$ cat src/rtl/gray_stream_arbiter.sv
// rtl/gray_stream_arbiter.sv - round-robin AXI-Stream arbiter feeding the grayscale pipeline
//
// Grants one of NUM_SRC pixel sources at a time for a burst of BURST_LEN beats and
// forwards accepted beats through a one-entry output register tagged with m_tid.
// Optional feature macro: GRAY_ARB_TIMEOUT_EN (early release after TIMEOUT idle cycles).
//
// Ports:
//   clk          rising-edge clock
//   rstn         asynchronous active-low reset
//   s_tdata      per-source {R,G,B}; source i at [i*3*DATA_WIDTH +: 3*DATA_WIDTH]
//   s_tvalid     per-source valid
//   s_tready     per-source ready (only the granted source can be ready)
//   m_tdata      registered pixel to the pipeline
//   m_tvalid     registered valid
//   m_tready     pipeline ready
//   m_tid        source index of m_tdata
//   grant_active high while a source holds the grant
//   grant_src    current or most recent granted source

module gray_stream_arbiter #(
    parameter int DATA_WIDTH = 8,
    parameter int NUM_SRC    = 4,
    parameter int SRC_WIDTH  = 2,
    parameter int BURST_LEN  = 16,
    parameter int CNT_WIDTH  = 5,
    parameter int TIMEOUT    = 8
) (
    input  logic                              clk,
    input  logic                              rstn,
    input  logic [NUM_SRC*3*DATA_WIDTH-1:0]   s_tdata,
    input  logic [NUM_SRC-1:0]                s_tvalid,
    output logic [NUM_SRC-1:0]                s_tready,
    output logic [3*DATA_WIDTH-1:0]           m_tdata,
    output logic                              m_tvalid,
    input  logic                              m_tready,
    output logic [SRC_WIDTH-1:0]              m_tid,
    output logic                              grant_active,
    output logic [SRC_WIDTH-1:0]              grant_src
);

    localparam int PIX_W = 3 * DATA_WIDTH;
    localparam logic [CNT_WIDTH-1:0] BEAT_LAST = CNT_WIDTH'(BURST_LEN - 1);

    // Elaboration guard: counters and source index must be wide enough.
    if ((BURST_LEN > (2 ** CNT_WIDTH) - 1) || (TIMEOUT > (2 ** CNT_WIDTH) - 1) ||
        (NUM_SRC > (2 ** SRC_WIDTH)) || (BURST_LEN < 1)) begin : g_bad_cfg
        $error("gray_stream_arbiter: inconsistent parameter set");
    end

    typedef enum logic {IDLE, GRANT} state_t;

    state_t                 state, state_next;
    logic [SRC_WIDTH-1:0]   last_grant, last_grant_next;
    logic [SRC_WIDTH-1:0]   grant_src_next;
    logic [SRC_WIDTH-1:0]   pick;
    logic [SRC_WIDTH-1:0]   arb_idx;
    int                     arb_sum;
    logic [CNT_WIDTH-1:0]   beat_cnt, beat_cnt_next;
    logic                   src_valid, src_ready, accept, burst_done, release_early;

    // Round-robin pick: walk from farthest to nearest candidate so the nearest
    // requester above last_grant wins by overwriting.
    always_comb begin
        pick    = '0;
        arb_sum = 0;
        arb_idx = '0;
        for (int i = NUM_SRC; i >= 1; i--) begin
            arb_sum = (int'(last_grant) + i) % NUM_SRC;
            arb_idx = SRC_WIDTH'(arb_sum);
            if (s_tvalid[arb_idx]) begin
                pick = arb_idx;
            end
        end
    end

    assign src_valid  = s_tvalid[grant_src];
    assign src_ready  = (state == GRANT) && (!m_tvalid || m_tready);
    assign accept     = src_valid && src_ready;
    assign burst_done = accept && (beat_cnt == BEAT_LAST);

    always_comb begin
        s_tready = '0;
        if (state == GRANT) begin
            s_tready[grant_src] = !m_tvalid || m_tready;
        end
    end

    assign grant_active = (state == GRANT);

`ifdef GRAY_ARB_TIMEOUT_EN
    localparam logic [CNT_WIDTH-1:0] IDLE_LAST = CNT_WIDTH'(TIMEOUT - 1);
    logic [CNT_WIDTH-1:0] idle_cnt, idle_cnt_next;

    // Consecutive granted cycles with the owner not offering data.
    always_comb begin
        idle_cnt_next = idle_cnt;
        if (state == IDLE) begin
            idle_cnt_next = '0;
        end else if (accept) begin
            idle_cnt_next = '0;
        end else if (!src_valid) begin
            idle_cnt_next = idle_cnt + CNT_WIDTH'(1);
        end
    end

    assign release_early = (state == GRANT) && !src_valid && (idle_cnt == IDLE_LAST);

    always_ff @(posedge clk or negedge rstn) begin
        if (!rstn) begin
            idle_cnt <= '0;
        end else begin
            idle_cnt <= idle_cnt_next;
        end
    end
`else
    assign release_early = 1'b0;
`endif

    always_comb begin
        state_next      = state;
        grant_src_next  = grant_src;
        last_grant_next = last_grant;
        beat_cnt_next   = beat_cnt;
        case (state)
            IDLE: begin
                if (|s_tvalid) begin
                    grant_src_next = pick;
                    beat_cnt_next  = '0;
                    state_next     = GRANT;
                end
            end
            GRANT: begin
                if (accept) begin
                    beat_cnt_next = beat_cnt + CNT_WIDTH'(1);
                end
                if (burst_done || release_early) begin
                    last_grant_next = grant_src;
                    state_next      = IDLE;
                end
            end
            default: state_next = IDLE;
        endcase
    end

    always_ff @(posedge clk or negedge rstn) begin
        if (!rstn) begin
            state      <= IDLE;
            grant_src  <= '0;
            last_grant <= SRC_WIDTH'(NUM_SRC - 1);
            beat_cnt   <= '0;
        end else begin
            state      <= state_next;
            grant_src  <= grant_src_next;
            last_grant <= last_grant_next;
            beat_cnt   <= beat_cnt_next;
        end
    end

    // Output register drains independently of the arbiter state; a load in the
    // same cycle as a drain keeps m_tvalid high for full throughput.
    always_ff @(posedge clk or negedge rstn) begin
        if (!rstn) begin
            m_tdata  <= '0;
            m_tid    <= '0;
            m_tvalid <= 1'b0;
        end else if (accept) begin
            m_tdata  <= s_tdata[int'(grant_src) * PIX_W +: PIX_W];
            m_tid    <= grant_src;
            m_tvalid <= 1'b1;
        end else if (m_tready) begin
            m_tvalid <= 1'b0;
        end
    end

endmodule

$ cat config.mk
export PLATFORM = sky130hd
export DESIGN_NAME = gray_stream_arbiter
export DESIGN_NICKNAME = d
export VERILOG_FILES = /design/src/rtl/gray_stream_arbiter.sv
export SDC_FILE = /design/constraint.sdc
export NUM_CORES = 1
export LEC_CHECK = 0
export ABC_AREA = 1
export CORE_MARGIN = 1
export CORE_UTILIZATION = 45
export CTS_CLUSTER_DIAMETER = 100
export DETAILED_ROUTE_END_ITERATION = 8
export DONT_BUFFER_PORTS = 1
export SKIP_CTS_REPAIR_TIMING = 1
export SYNTH_ARGS = -nofsm -noshare
export SYNTH_HDL_FRONTEND = slang
export SYNTH_SLANG_ARGS = --single-unit
$ cat constraint.sdc
create_clock -name clk -period 4 [get_ports clk]
set_input_delay 0.4 -clock clk [delete_from_list [all_inputs] [get_ports clk]]
set_output_delay 0.4 -clock clk [all_outputs]
set_load 0.02 [all_outputs]
# Yosys cells after proc, flatten, opt, wreduce, memory -nomap -nowiden
# Cells that the tools add are included.
totals:
  ff_bits: 37
  in_bits: 103
  output_inout_bits: 34
op_classes:
  multipliers: 1
  reduce_logical: 11
  muxes: 25
  n_eq_ne: 3
  magnitude_cmp: 6
  bitwise_logic: 2
  n_addsub: 5
  n_shift: 1
ops:
  columns: ["cell", "count"]
  rows:
  - ["96-bit by 8-bit indexed part select with 24-bit output", 1]
  - ["2-bit by 3-bit less-than comparator with 1-bit output, second input constant", 5]
  - ["1-bit binary-select mux with 2-bit select", 5]
  - ["1-bit two-way mux", 10]
  - ["5-bit two-way mux", 2]
  - ["5-bit one-hot mux with 2 select lines", 1]
  - ["2-bit two-way mux", 4]
  - ["2-bit AND reduction", 3]
  - ["5-bit by 1-bit adder with 5-bit output, second input constant", 1]
  - ["5-bit by 4-bit equality test with 1-bit output, second input constant", 1]
  - ["2-bit by 1-bit adder with 2-bit output, second input constant", 2]
  - ["2-bit adder, second input constant", 2]
  - ["4-bit AND", 1]
  - ["1-bit logical AND", 4]
  - ["2-bit by 2-bit multiplier with 4-bit output, second input constant", 1]
  - ["4-bit two-way mux", 1]
  - ["4-bit OR reduction", 1]
  - ["1-bit demux with 2-bit select", 1]
  - ["2-bit by 1-bit greater-or-equal comparator with 1-bit output, second input constant", 1]
  - ["2-bit by 1-bit != test with 1-bit output, second input constant", 1]
  - ["2-bit != test, second input constant", 1]
  - ["1-bit one-hot mux with 2 select lines", 1]
  - ["2-bit nonzero test", 1]
  - ["1-bit zero test", 1]
  - ["2 further kinds", 2]

# Logic depth before layout (Yosys ltp)
depth:
  ltp_word: 7
  ltp_mapped: 12
  ltp_nobuf: 11

# Worst setup path after synthesis
# OpenSTA, ideal clock, no wires.
synth_path:
  path_type: "reg-to-output"
  from: "register grant_src[1]"
  to: "output port s_tready[2]"
  arrival_ns: 1.474
  required_ns: 3.600
  setup_slack_ns: 2.126
  path_buffers: 3
  path_stages_with_launch: 6
  path_cell_list: "dfrtp_1 -> buf_4 -> inv_2 -> buf_2 -> buf_2 -> nor3_1"
synth_via:
  elab_chain_cells: 6
  elab_cells_between_ends: 7
  cone_classes: "order compare (2); mux (3); bitwise (1); reduce/logical (1)"
synth_lines:
  columns: ["item", "line", "source"]
  rows:
  - ["from (decl)", "38", "output logic [SRC_WIDTH-1:0] grant_src"]
  - ["from (signal assigned)", "153", "grant_src <= grant_src_next;"]
  - ["2-bit by 3-bit less-than comparator with 1-bit output (implied by the code) / 2-bit by 1-bit greater-or-equal comparator with 1-bit output (equally long branches)", "84", "s_tready[grant_src] = !m_tvalid || m_tready;"]
  - ["1-bit logical AND (implied by the code)", "84", null]
  - ["1-bit two-way mux (implied by the code)", "84", null]
  - ["1-bit demux with 2-bit select *", "84", null]
  - ["4-bit AND (no source line) *", null, null]
  - ["4-bit two-way mux *", "83", "if (state == GRANT) begin"]
  - ["to (decl)", "32", "output logic [NUM_SRC-1:0] s_tready,"]
# Mark *: on every way between the ends. The rest lies on a longest branch, timed or not.

# Final worst setup path
layout_path:
  from: "register grant_src[1]"
  to: "output port s_tready[3]"
# Same word-level chain as after synthesis.

==> flow_summary_export.csv <==
group,metric,value,unit
global_routing,met2_usage,35.4,%
drt,num_vias,2395,
final_layout,final_cell_mix,"nand2_1 (139), nand3_1 (82), dfrtp_1 (33)",
setup_path,cp.required,3.60,ns
cts,clk_path_buf_depth,2,
power_and_ir_drop,p_leak,1.23,nW
drt,drtPass1Iterations,4,
drt,detail-route-antenna-nets,0,
final_layout,fin_area,0.00251,mm^2
placement,placed_cell_area,0.00238,mm^2
cts,cts_buffers,5,
floorplanning,rows,26,
global_routing,grt_max_degree,59,
global_routing,grt_pass1_wl,9520,um
timing,skew,0.00303,ns
timing,max_freq,336,MHz
yosys,synth_top_area_share,36.2,%
setup_path,crit_arrival,2.58,ns
drt,drt_iter0_markers,151,
cts,insertion_delay,0.28,ns
yosys,synth_area,0.00242,mm^2
yosys,netlist_top_cells_area,"dfrtp_1 (36%), nand2_1 (22%), nand3_1 (17%)",
final_layout,fill_cells,577,
run_status,outcome,"complete, no violations",
floorplanning,die_w,75.4,um
timing,max_slew_margin,30.7,%
setup_path,end_kind,"output port",
global_routing,grtUsageMet1,30.5,%
drt,wl_per_cell,15.6,um
setup_path,worstPathMaxFanout,54,
placement,dp_hpwl,4450,um
floorplanning,start_util,47.1,%
final_layout,fin_util,48.8,%
timing,maxSlewViolCount,0,
final_layout,final_common_cell,"nand2_1",
cts,htreeDepth,2,
power_and_ir_drop,p_per_area,931,mW/mm^2
yosys,yosys_warnings,0,
setup_path,critPathMaxStageDelay,1.03,ns
global_routing,overflow,0,
final_layout,area_delta_synth_final,3.56,%
final_layout,drive_gt1_share,5.46,%
yosys,synth.yosys.seq_area_share,38.3,%
floorplanning,die_area,0.00568,mm^2
timing,layout_min_cycle_time,2.98,ns
drt,vias_per_cell,5.73,
yosys,syn_nets,468,
yosys,synth-seq-cells,37,
cts,clock-sinks,37,
yosys,synth_top_cell_by_area,"dfrtp_1",
floorplanning,core,0.00514,mm^2
global_routing,busiest_layer,"met2",
global_routing,grt_use_total,22.4,%
floorplanning,fp.dieH,75.4,um
setup_path,critPathKind,"reg2out",
power_and_ir_drop,ir_drop,0.400,mV
timing,tightest_slew,1.04,ns
timing,setup_violations,0,
cts,cts_tree,"done",
timing,hold_viol,0,
final_layout,seq_area,931,um^2
global_routing,grt_use_met3,6.22,%
timing,fin_setup_tns,0,ns
global_routing,grt_antenna_before_repair,0,
timing,setup_ws,1.02,ns
setup_path,crit_path_top_delay_cell,"dfrtp_2",
yosys,syn_inst,363,
drt,drt_wl_total,6540,um
timing,fin_crit_sh,74.4,%
setup_path,cp-start-kind,"flop",
run,cap_viol_max_count,0,
placement,gp_congestion,0.973,
global_routing,grt_pass1_vias,1937,
hold_path,hp-class,"in2reg",
timing,timing.hold.ws,0.213,ns
floorplanning,ios,137,
placement,place_ws,1.08,ns
setup_path,path_cells,"inv_2, nor3_1",
final_layout,fin_nets,452,
final_layout,antenna_cells,0,
final_layout,multiInputGateArea,0.00129,mm^2
yosys,syn_area_per_cell,6.67,um^2
placement,io_buffers,0,
cts,path_clk_slew,0.07,ns
yosys,ys_types,25,
timing,rsz0062_at_grt,"no",
drt,drc,0,
cts,cts-root-buf,"clkbuf_8",
[area by class of cell]
cell class	instances	area share (%)
sequential	37	37.1
timing repair buffer	2	1.50
clock buffer	8	3.59
multi-input combinational	282	51.4
inverter	19	2.94
tap	70	3.49
[per-stage QoR]
| step | total power [W] | std cells |
|---|---|---|
| 6_report | 0.00234 | 418 |
| 5_1_grt | 0.00259 | 418 |
| 4_1_cts | 0.00235 | 416 |
| 3_5_place_dp | 0.00208 | 408 |
| 3_3_place_gp | 0.00206 | 408 |
| 2_1_floorplan | 0.00188 | 363 |
[critical path: cells and delay by family, from the launching register on]
family | cells | cell delay [ns]
flip-flops | 1 | 1.03
AND/OR/NAND/NOR | 1 | 0.73
buffers and inverters | 1 | 0.50
[power by group]
group          internal, W  switching (W)  total [W]
clock network     0.000140       0.000121   0.000261
registers         0.000561       0.000469    0.00103
logic             0.000347       0.000698    0.00105
[sequential cells by signal (all words and copies together), names as in the netlist]
name and count:
m_tdata 24, m_tvalid 1, beat_cnt 5, grant_active 1, m_tid 2, grant_src 2
last_grant 2
[per-layer routing]
| layer | vias to the layer above | wire, um |
|---|---|---|
| met2 | 116 | 3110 |
| met3 | 8 | 578 |
| met1 | 1100 | 2750 |
| li1 | 1171 | - |
| met5 | - | 0 |
| met4 | 0 | 96 |
[cells by family (layout without fill, tap and decap cells)]
family                   after synthesis  count (layout)  share of synthesized area [%]
AO/OA/AOI/OAI                         16              16                           3.51
XOR/XNOR                               1               1                          0.362
adder cells (fa/ha/maj)                2               2                           1.03
buffers and inverters                 44              29                           8.47
flip-flops                            37              37                           38.3
AND/OR/NAND/NOR                      263             263                           48.3
[cell usage after synthesis]
cell / number
a21oi_1: 5
buf_1: 2
buf_2: 6
buf_4: 2
buf_6: 3
clkbuf_1: 12
dfrtp_1: 35
dfstp_2: 2
ha_1: 2
inv_1: 15
inv_2: 3
inv_4: 1
nand2_1: 139
nand2_4: 1
nand3_1: 82
nand4_1: 24
nor2_1: 11
nor2_2: 2
nor3_1: 3
nor3b_1: 1
o21ai_0: 5
o21ai_1: 4
o21ai_2: 1
o22ai_1: 1
xor2_1: 1
[final timing paths]
| kind | from | end | slack (ns) | cells after the start |
|---|---|---|---|---|
| hold / removal | m_tready | m_tvalid | 0.21 | 1 |
| min in group asynchronous | rstn | beat_cnt[4] | 0.61 | 2 |
| hold reg to reg | beat_cnt[0] | beat_cnt[0] | 0.51 | 1 |
| setup / recovery | grant_src[1] | s_tready[3] | 1.02 | 2 |
| max in group asynchronous | rstn | last_grant[0] | 3.14 | 2 |
| setup reg to reg | grant_src[0] | beat_cnt[0] | 1.11 | 7 |
(Power assumes the default switching activity.)
